`src/rtl/comm_pkg.sv`:
```
`default_nettype none
// ============================================================================
//  Module      : comm_pkg
//  Description : Shared constants and helpers for the block interleaver.
//                INTLV_ROWS/INTLV_COLS : default matrix geometry.
//                ODD_FIRST             : odd encoder bit goes to the even
//                                        (lower) address of each pair.
//                intlv_rd_addr()       : column-major read index -> row-major
//                                        storage address.
//  Revision    : 1.0 - initial release
// ============================================================================
package comm_pkg;

  localparam int INTLV_ROWS = 8;
  localparam int INTLV_COLS = 16;
  localparam bit ODD_FIRST  = 1'b1;

  // Serial index k walks down a column first: r = k mod rows, c = k / rows.
  function automatic int intlv_rd_addr(input int k, input int rows, input int cols);
    return (k % rows) * cols + (k / rows);
  endfunction

endpackage
`default_nettype wire

```
`src/rtl/block_interleaver_if.sv`:
```
`default_nettype none
// ============================================================================
//  Module      : block_interleaver_if
//  Description : Handshake bundle between encoder, interleaver and modulator.
//                in_valid/in_odd/in_even/in_ready : encoded pair input
//                out_bit/out_valid/out_ready/out_last : serial output
//                master : the environment (encoder + modulator side)
//                slave  : the interleaver
//  Revision    : 1.0 - initial release
// ============================================================================
interface block_interleaver_if;

  logic in_valid;
  logic in_odd;
  logic in_even;
  logic in_ready;
  logic out_bit;
  logic out_valid;
  logic out_ready;
  logic out_last;

  modport master (
    output in_valid, in_odd, in_even, out_ready,
    input  in_ready, out_bit, out_valid, out_last
  );

  modport slave (
    input  in_valid, in_odd, in_even, out_ready,
    output in_ready, out_bit, out_valid, out_last
  );

endinterface
`default_nettype wire

```
`src/rtl/intlv_bank.sv`:
```
`default_nettype none
// ============================================================================
//  Module      : intlv_bank
//  Description : One ROWS*COLS bit store. Two-bit write port, one-bit
//                combinational read port. Contents are not reset.
//                clk      : clock
//                we_i     : write enable for both write lanes
//                waddr0_i : address of lane 0,  wdata_i[0]
//                waddr1_i : address of lane 1,  wdata_i[1]
//                raddr_i  : read address
//                rdata_o  : read data
//  Revision    : 1.0 - initial release
// ============================================================================
module intlv_bank #(
  parameter int ROWS = 8,
  parameter int COLS = 16
) (
  input  logic                             clk,
  input  logic                             we_i,
  input  logic [$clog2(ROWS*COLS)-1:0]     waddr0_i,
  input  logic [$clog2(ROWS*COLS)-1:0]     waddr1_i,
  input  logic [1:0]                       wdata_i,
  input  logic [$clog2(ROWS*COLS)-1:0]     raddr_i,
  output logic                             rdata_o
);

  localparam int NBITS = ROWS * COLS;

  logic [NBITS-1:0] mem_q;

  always_ff @(posedge clk) begin
    if (we_i) begin
      mem_q[waddr0_i] <= wdata_i[0];
      mem_q[waddr1_i] <= wdata_i[1];
    end
  end

  assign rdata_o = mem_q[raddr_i];

endmodule
`default_nettype wire

```
`src/rtl/block_interleaver.sv`:
```
`default_nettype none
// ============================================================================
//  Module      : block_interleaver
//  Description : Ping-pong ROWS x COLS block interleaver. Encoded bit pairs
//                are written row-major into one bank while the other bank is
//                read out serially column-major.
//                clk      : system clock
//                reset    : asynchronous reset, active low
//                flush    : synchronous clear of all blocks and flags
//                bus      : pair input / serial output handshakes
//                overflow : sticky, a pair arrived while in_ready was 0
//  Revision    : 1.0 - initial release
// ============================================================================
module block_interleaver
  import comm_pkg::*;
#(
  parameter int ROWS = INTLV_ROWS,
  parameter int COLS = INTLV_COLS
) (
  input  logic                clk,
  input  logic                reset,
  input  logic                flush,
  block_interleaver_if.slave  bus,
  output logic                overflow
);

  localparam int NBITS  = ROWS * COLS;
  localparam int NPAIRS = NBITS / 2;
  localparam int AW     = $clog2(NBITS);
  localparam int PW     = $clog2(NPAIRS);

  localparam logic [AW-1:0] LAST_BIT  = AW'(NBITS - 1);
  localparam logic [PW-1:0] LAST_PAIR = PW'(NPAIRS - 1);

  // Control state
  logic [PW-1:0] wr_cnt_q,    wr_cnt_d;
  logic [AW-1:0] rd_cnt_q,    rd_cnt_d;
  logic          wr_bank_q,   wr_bank_d;
  logic          rd_bank_q,   rd_bank_d;
  logic [1:0]    bank_full_q, bank_full_d;
  logic          overflow_q,  overflow_d;

  logic          w_in_ready;
  logic          w_out_valid;
  logic          w_accept;
  logic          w_xfer;
  logic          w_last;
  logic [1:0]    w_we;
  logic [1:0]    w_wdata;
  logic [1:0]    w_rdata;
  logic [AW-1:0] w_waddr0;
  logic [AW-1:0] w_waddr1;
  logic [AW-1:0] w_raddr;

  always_comb begin
    w_in_ready  = ~bank_full_q[wr_bank_q];
    w_out_valid = bank_full_q[rd_bank_q];
    w_accept    = bus.in_valid & w_in_ready;
    w_xfer      = w_out_valid & bus.out_ready;
    w_last      = w_out_valid & (rd_cnt_q == LAST_BIT);
  end

  // Pair p occupies addresses 2p and 2p+1 of the row-major matrix.
  assign w_waddr0 = {wr_cnt_q, 1'b0};
  assign w_waddr1 = {wr_cnt_q, 1'b1};
  assign w_wdata  = ODD_FIRST ? {bus.in_even, bus.in_odd} : {bus.in_odd, bus.in_even};
  assign w_raddr  = AW'(intlv_rd_addr(int'(rd_cnt_q), ROWS, COLS));

  // Writes are suppressed on flush; the stale data is harmless anyway
  // because bank_full is cleared.
  assign w_we[0] = w_accept & ~flush & ~wr_bank_q;
  assign w_we[1] = w_accept & ~flush &  wr_bank_q;

  always_comb begin
    wr_cnt_d    = wr_cnt_q;
    rd_cnt_d    = rd_cnt_q;
    wr_bank_d   = wr_bank_q;
    rd_bank_d   = rd_bank_q;
    bank_full_d = bank_full_q;
    overflow_d  = overflow_q;

    if (flush) begin
      wr_cnt_d    = '0;
      rd_cnt_d    = '0;
      wr_bank_d   = 1'b0;
      rd_bank_d   = 1'b0;
      bank_full_d = 2'b00;
      overflow_d  = 1'b0;
    end else begin
      if (w_accept) begin
        if (wr_cnt_q == LAST_PAIR) begin
          bank_full_d[wr_bank_q] = 1'b1;
          wr_bank_d              = ~wr_bank_q;
          wr_cnt_d               = '0;
        end else begin
          wr_cnt_d = wr_cnt_q + PW'(1);
        end
      end

      // A set needs the bank empty and a clear needs it full, so the two
      // updates above and below never target the same bank in one cycle.
      if (w_xfer) begin
        if (w_last) begin
          bank_full_d[rd_bank_q] = 1'b0;
          rd_bank_d              = ~rd_bank_q;
          rd_cnt_d               = '0;
        end else begin
          rd_cnt_d = rd_cnt_q + AW'(1);
        end
      end

      if (bus.in_valid & ~w_in_ready) begin
        overflow_d = 1'b1;
      end
    end
  end

  always_ff @(posedge clk or negedge reset) begin
    if (!reset) begin
      wr_cnt_q    <= '0;
      rd_cnt_q    <= '0;
      wr_bank_q   <= 1'b0;
      rd_bank_q   <= 1'b0;
      bank_full_q <= 2'b00;
      overflow_q  <= 1'b0;
    end else begin
      wr_cnt_q    <= wr_cnt_d;
      rd_cnt_q    <= rd_cnt_d;
      wr_bank_q   <= wr_bank_d;
      rd_bank_q   <= rd_bank_d;
      bank_full_q <= bank_full_d;
      overflow_q  <= overflow_d;
    end
  end

  generate
    for (genvar b = 0; b < 2; b++) begin : g_bank
      intlv_bank #(
        .ROWS (ROWS),
        .COLS (COLS)
      ) u_bank (
        .clk      (clk),
        .we_i     (w_we[b]),
        .waddr0_i (w_waddr0),
        .waddr1_i (w_waddr1),
        .wdata_i  (w_wdata),
        .raddr_i  (w_raddr),
        .rdata_o  (w_rdata[b])
      );
    end
  endgenerate

  assign bus.in_ready  = w_in_ready;
  assign bus.out_valid = w_out_valid;
  assign bus.out_bit   = w_out_valid & w_rdata[rd_bank_q];
  assign bus.out_last  = w_last;
  assign overflow      = overflow_q;

endmodule
`default_nettype wire

```
`src/flat_wrapper.sv`:
```
// flat-port wrapper written by rule: the top's interface ports become plain ports
module block_interleaver_flat import comm_pkg::*;
#(
  parameter int ROWS = INTLV_ROWS,
  parameter int COLS = INTLV_COLS
)
  (clk, reset, flush, overflow, bus_in_valid, bus_in_odd, bus_in_even, bus_out_ready, bus_in_ready, bus_out_bit, bus_out_valid, bus_out_last);
  block_interleaver_if bus_i ();
  input  logic clk;
  input  logic reset;
  input  logic flush;
  output logic overflow;
  input wire logic [$bits(bus_i.in_valid)-1:0] bus_in_valid;
  input wire logic [$bits(bus_i.in_odd)-1:0] bus_in_odd;
  input wire logic [$bits(bus_i.in_even)-1:0] bus_in_even;
  input wire logic [$bits(bus_i.out_ready)-1:0] bus_out_ready;
  output wire logic [$bits(bus_i.in_ready)-1:0] bus_in_ready;
  output wire logic [$bits(bus_i.out_bit)-1:0] bus_out_bit;
  output wire logic [$bits(bus_i.out_valid)-1:0] bus_out_valid;
  output wire logic [$bits(bus_i.out_last)-1:0] bus_out_last;
  assign bus_i.in_valid = bus_in_valid;
  assign bus_i.in_odd = bus_in_odd;
  assign bus_i.in_even = bus_in_even;
  assign bus_i.out_ready = bus_out_ready;
  assign bus_in_ready = bus_i.in_ready;
  assign bus_out_bit = bus_i.out_bit;
  assign bus_out_valid = bus_i.out_valid;
  assign bus_out_last = bus_i.out_last;
  block_interleaver #(.ROWS(ROWS), .COLS(COLS)) u_core (.clk(clk), .reset(reset), .flush(flush), .bus(bus_i), .overflow(overflow));
endmodule
```
`config.mk`:
```
export PLATFORM = sky130hd
export DESIGN_NAME = block_interleaver_flat
export DESIGN_NICKNAME = d
export VERILOG_FILES = /design/src/rtl/comm_pkg.sv /design/src/rtl/block_interleaver_if.sv /design/src/rtl/intlv_bank.sv /design/src/rtl/block_interleaver.sv /design/src/flat_wrapper.sv
export SDC_FILE = /design/constraint.sdc
export NUM_CORES = 1
export LEC_CHECK = 0
export ABC_AREA = 1
export CAP_MARGIN = 20
export CORE_ASPECT_RATIO = 0.7
export CORE_MARGIN = 8
export CORE_UTILIZATION = 41
export CTS_CLUSTER_SIZE = 30
export DETAILED_ROUTE_END_ITERATION = 8
export GPL_TIMING_DRIVEN = 0
export PLACE_DENSITY = 0.56
export SYNTH_ARGS = -nofsm -noshare
export SYNTH_HDL_FRONTEND = slang
export SYNTH_SLANG_ARGS = --single-unit
```
`constraint.sdc`:
```
create_clock -name clk -period 2.9 [get_ports clk]
set_input_delay 0.58 -clock clk [delete_from_list [all_inputs] [get_ports clk]]
set_output_delay 0.58 -clock clk [all_outputs]
set_load 0.02 [all_outputs]
```
# After elaboration in Yosys (flattened, before gate mapping)
# Index checks and enable logic that the tools add are counted.
[word_totals] ff_bits=274 latchBits=0 mem_bits_rw=0 rom_bits=0 inputBits=7 output_inout_bits=5 wordCells=90 n_memories=0
[op_classes] n_addsub=3 multipliers=0 div=0 magnitude_cmp=9 eq_ne=2 shift=0 n_mux=42 bitwise=15 reduce_logical=11
[ops] cell="bitwise mux 128 bit" count=4
[ops] cell="< comparator 7 x 8 -> 1 bit (second input constant)" count=3
[ops] cell="two-way mux 7 bit" count=3
[ops] cell="two-way mux 1 bit" count=20
[ops] cell="two-way mux 6 bit" count=3
[ops] cell="binary-select mux 1 bit (select 7 bit)" count=2
[ops] cell=">= comparator 7 x 1 -> 1 bit (second input constant)" count=2
[ops] cell="demux 1 bit (select 6 bit)" count=2
[ops] cell="two-way mux 2 bit" count=6
[ops] cell="nonzero test 2 bit" count=5
[ops] cell="AND 1 bit" count=8
[ops] cell="adder 7 x 1 -> 7 bit (second input constant)" count=1
[ops] cell="adder 7 x 4 -> 7 bit" count=1
[ops] cell="equality test 7 bit (second input constant)" count=1
[ops] cell="adder 6 x 1 -> 6 bit (second input constant)" count=1
[ops] cell="equality test 6 bit (second input constant)" count=1
[ops] cell="logical AND 1 bit" count=4
[ops] cell="< comparator 1 x 2 -> 1 bit (second input constant)" count=2
[ops] cell="NOT 1 bit" count=4
[ops] cell="AND reduction 2 bit" count=2
[ops] cell="AND 2 bit" count=1
[ops] cell="demux 1 bit (select 1 bit)" count=2
[ops] cell=">= comparator 1 bit (second input constant)" count=2
[ops] cell="NOT 2 bit" count=1
[ops] cell="OR 2 bit" count=1

# Longest topological paths before layout
[depth] ltp_word=12 ltp_mapped=14 ltp_nobuf=13

# Cells and area by module
# From an unflattened synthesis, not the netlist that was laid out.
[unflattened] hier_cells=2758 hier_area_um2=19319.8
[by_module_without_submodules] module="intlv_bank (u_core.g_bank[1].u_bank)" n_inst=1 cells_per_inst=1312 area_per_inst_um2=9140.0 seq_area_each_um2=3843.7
[by_module_without_submodules] module="intlv_bank (u_core.g_bank[0].u_bank)" n_inst=1 cells_per_inst=1312 area_per_inst_um2=9127.5 seq_area_each_um2=3843.7
[by_module_without_submodules] module="block_interleaver" n_inst=1 cells_per_inst=134 area_per_inst_um2=1052.3 seq_area_each_um2=450.4

# Worst setup path after synthesis
# Ideal clock, no wire load.
[synth_timing] path_type="flip-flop to output port" start="register u_core.rd_cnt_q[3]" end="output port bus_out_bit" arrival_time_ns=1.707 slack_ns=0.613 stages_incl_launch_ff=15 n_path_buf=3 cell_sequence="dfrtp_1 > buf_6 > buf_6 > buf_4 > nand2_1 > nand3_1 > nand2_1 > nand2_1 > nand3_1 > nand3_1 > nand3_1 > nand3_1 > nand3_1 > nand2_1 > nor2_1"
[synth_between] elab_chain_cells=6 word_cells_on_any_way=8
[synth_lines] item="from (decl)" line="block_interleaver.sv:37" text="logic [AW-1:0] rd_cnt_q, rd_cnt_d;"
[synth_lines] item="from (signal assigned)" line="block_interleaver.sv:128" text="rd_cnt_q <= rd_cnt_d;"
[synth_lines] item="adder 7 x 4 -> 7 bit *" line="comm_pkg.sv:20" text="return (k % rows) * cols + (k / rows);"
[synth_lines] item="binary-select mux 1 bit (select 7 bit)" line="intlv_bank.sv:38" text="assign rdata_o = mem_q[raddr_i];"
[synth_lines] item="two-way mux 1 bit (implied by the code)" line="intlv_bank.sv:38"
[synth_lines] item="two-way mux 1 bit (implied by the code) * (2 in a row)" line="block_interleaver.sv:155" text="assign bus.out_bit = w_out_valid & w_rdata[rd_bank_q];"
[synth_lines] item="AND 1 bit *" line="block_interleaver.sv:155"
[synth_lines] item="to (decl)" line="flat_wrapper.sv:18" text="output wire logic [$bits(bus_i.out_bit)-1:0] bus_out_bit;"
# Every way passes the cells marked *; elsewhere a longest branch is shown, timed or not. The select of a mux whose other input is x is not followed.

# Worst setup path in the final report
# Ends and elaborated chain as after synthesis.

==> metrics.md <==
| Metric | Value |
|---|---|
| Status | finished, violations left |
| Failing checks | setup timing |
| Most used cell, CP | nand2_1 |
| I/O pin total | 12 |
| Total GRT Usage | 0.232 |
| Synth-to-layout area growth | 18.6% |
| Post-Synth XOR/XNOR Area | 0.00138 |
| CTS tree | done |
| Largest delay share family, worst path | simple AND/OR/NAND/NOR gates |
| Post-synthesis compound-gate area fraction | 0.0537 |
| Top cells by count, synth | 330 x nand2_1, 279 x nor2_1, 256 x edfxtp_1 |
| Initial DRT Pass Iterations | 5 |
| Max Root-Sink Buffers | 3 |
| DP Area | 13500 sq um |
| Total number of vias | about 10000 |
| CP Capture Type | output pin |
| Synth Area in Simple Gates | 0.239 |
| Nets | 1400 |
| Clk_lat worst skew | ~0.56 ns |
| Post-synthesis mux area share | 0 |
| CP Data Required Time | ~2.3 ns |
| Layout Utilization | 0.497 |
| Drt via density | 5.46 |
| Min cycle time layout | about 3.3 ns |
| DP Worst Slack | -0.880 ns |
| Max Clock Freq | 0.300 GHz |
| Yosys top cell area share | 0.608 |
| Crit path kind | reg2out |
| Top cell type by total area after synthesis | edfxtp_1 |
| PortBufs | 10 |
| Synth Area in Adders | 0.00198 |
| Primary FF master, synth | edfxtp_1 |
| CP peak stage delay | between 0.4 and 0.5 ns |
| Share of power burned in registers | 0.511 |
| Antenna violations before repair | 1 |
| Layout cell share with drive strength beyond 1 | 0.144 |
| Buf+Inv Stages, Crit Path | 5 |
| Clock root cell | clkbuf_16 |
| Main combinational cell family by area after synthesis | simple AND/OR/NAND/NOR gates |
| Placeable Area | 30200 sq um |
| Rows | 53 |
| GPL Wtd Cong | slightly below 0.9 |
| Die Y | ~160 um |
| DR iter-0 viols | ~1500 |
| Critical Path Source Type | flip-flop |
| Setup TNS | -0.436 ns |
| Comb pwr share | 0.033 |
| GRT overflow | 0 |
| Die area | about 37000 sq um |
| Diode count | 0 |
| Netlist cell types | 29 |
| Pwr Density | around 560 nW/um^2 |
| # H-tree levels | 1 |
| Sw power | 1.80 mW |
| CP Max Fanout | 8 |
| WL/cell | 23.7 um |
| Post-Syn Area | approximately 13000 sq um |
| Max IR drop VDD | between 0.4 and 0.5 mV |
| Total Wirelength | between 40000 and 50000 um |
| Switch share | 0.214 |
| FFs w/ async S/R, synth | 0.0657 |
| Final instance area | around 15000 sq um |
| Detailed placement HPWL | 28800 um |
| Pins Over Slew Limit | 0 |
| Vias in the first global route | 9288 |
| Die Wd | 226 um |
| Leak Pwr | 5.59 nW |
| CP max-delay cell | dfrtp_2 |
| Synth warn | 0 |
| Hold Crit Class | in2reg |
| Seq/Total Area, Yosys | 0.643 |
| EDFF count, synth | approximately 260 |
| Setup ws final | -0.436 ns |
| RSZ-0062 raised after global routing | true |
| Yosys reg bits | about 270 |
| Clock slew at reported path FFs | 0.06 ns |
| Mean Syn Cell Area | 9.51 sq um |
| Initial Util | 0.419 |
| CTS Sinks | ~270 |
| Largest net degree at the start of global routing | 73 |
| Crit-path cells | buf_6 -> buf_12 -> buf_12 -> buf_8 -> nand2_1 -> nand3_1 -> nand2_1 -> nand2_1 -> nand3_2 -> nand3_2 -> nand3_4 -> nand3_4 -> nand3_2 -> nand2_1 -> nor2_2 -> buf_6 |
| Cts hold-fix bufs | 0 |
| First-pass GRT wire length | 61700 um |
| Most numerous cell in the Yosys netlist | nand2_1 |
| Filler instances | about 2800 |
| # setup viols final | 1 |
| Worst slew pin tran | roughly 1.0 ns |
| Cts bufs inserted | 28 |
| Max Cap Viol | 0 |
| Pint | 6.63 mW |
| Syn nets | ~1300 |
| WP data arrival | roughly 2.8 ns |
| Final hold viol count | 0 |
| Clk pwr share | 0.456 |
| Tcrit/Tclk final | 1.15 |
| Synth area leaders | edfxtp_1 61%, nand2_1 9.8%, nor2_1 8.3% |
| Post-route ant nets | 0 |
| DRC viols | 0 |
| Clock skew | 0.00984 ns |
| Post-Syn Instances | between 1000 and 1500 |
| Max-slew headroom | 0.314 |
area by class of cell:
cell class	instances	area, sq um	area share
repair buffers	31	332	0.0221
inverters	105	402	0.0268
plain buffers	73	649	0.0433
clock inverters	18	215	0.0143
multi-input cells	878	4010	0.267
clock buffers	34	744	0.0496
flip-flops and latches	274	8140	0.542
well taps	412	515	0.0343
layout by cell type (no fill, tap or decap), drive strengths merged, types with 2 or more instances in the layout:
cell | synthesis | layout
o22ai | 4 | 4
nand2 | 330 | 330
nor2 | 280 | 280
xor2 | 2 | 2
o211ai | 14 | 14
inv | 105 | 104
bufinv | 0 | 5
clkinvlp | 0 | 2
or2 | 23 | 23
clkbuf | 25 | 60
clkinv | 0 | 12
dfrtp | 18 | 18
nand3 | 97 | 97
ha | 2 | 2
clkdlybuf4s50 | 0 | 7
nor3 | 19 | 19
a211oi | 2 | 2
o21ai | 78 | 78
a21oi | 21 | 21
buf | 48 | 70
a31oi | 2 | 2
edfxtp | 256 | 256
o221ai | 2 | 2
registers in the layout (all words and copies together) (netlist names):
register,cells
u_core.g_bank.u_bank.mem_q,256
u_core.overflow,1
u_core.rd_cnt_q,7
u_core.bank_full_q,2
u_core.rd_bank_q,1
u_core.wr_bank_q,1
u_core.wr_cnt_q,6
timing repair:
| action | 4_1_cts | 5_1_grt |
|---|---|---|
| buffers inserted | 1 | 6 |
| pin swaps | 15 | 25 |
| endpoints found under the hold margin | 0 | 0 |
| resized for setup | 122 | 46 |
| setup endpoints to repair | 2 | 22 |
| gates cloned | 1 | 0 |
cells by family after synthesis:
logic type	count (synthesis)
AND/OR/NAND/NOR	750
XOR/XNOR	2
adder cells (fa/ha/maj)	2
flip-flops	274
buffers and inverters	178
AO/OA/AOI/OAI	124
per-layer routing:
layer	part of all wire	vias to the layer above	global-route usage	routed length, um
met5	0	-	0	0
met2	0.42	552	0.330	18000
met1	0.44	4793	0.335	19000
met3	0.12	73	0.0741	5180
met4	0.023	0	0.0687	974
li1	-	4549	-	-
path summary, 6_finish.rpt:
| check | startpoint | endpoint | slack (ns) | cells past startpoint |
|---|---|---|---|---|
| max reg2reg | u_core.wr_bank_q | u_core.g_bank[1].u_bank.mem_q[1] | 0.21 | 8 |
| max | u_core.rd_cnt_q[3] | bus_out_bit | -0.44 | 16 |
| min in group asynchronous | reset | u_core.wr_cnt_q[3] | 0.53 | 1 |
| max in group asynchronous | reset | u_core.rd_cnt_q[3] | 1.73 | 1 |
| min reg2reg | u_core.bank_full_q[1] | u_core.bank_full_q[1] | 0.52 | 2 |
| min | flush | u_core.overflow | 0.43 | 2 |
metrics by stage:
step	instances	hold slack, ns	power (mW)
detailed placement	1765	0.501	4.63
global route	1825	0.424	8.60
CTS	1819	0.402	8.43
global placement	1752	0.485	4.63
floorplan	1330	0.284	4.48
finish	1825	0.434	8.43
worst reg2reg max path, delay by kind of cell, from the launching register on:
kind / cells / cell delay (ns)
and+or+nand+nor: 6 / 1.33
buffers and inverters: 2 / 0.63
DFF: 1 / 0.41
power by group through the flow:
stage / Sequential, mW / Combinational [mW] / Clock (mW)
2_1_floorplan: 4.39 / 0.0941 / 0
3_3_place_gp: 4.40 / 0.226 / 0
3_5_place_dp: 4.39 / 0.244 / 0
4_1_cts: 4.31 / 0.254 / 3.87
5_1_grt: 4.30 / 0.286 / 4.01
6_report: 4.31 / 0.277 / 3.84
Power figures use the tool's default switching activity.
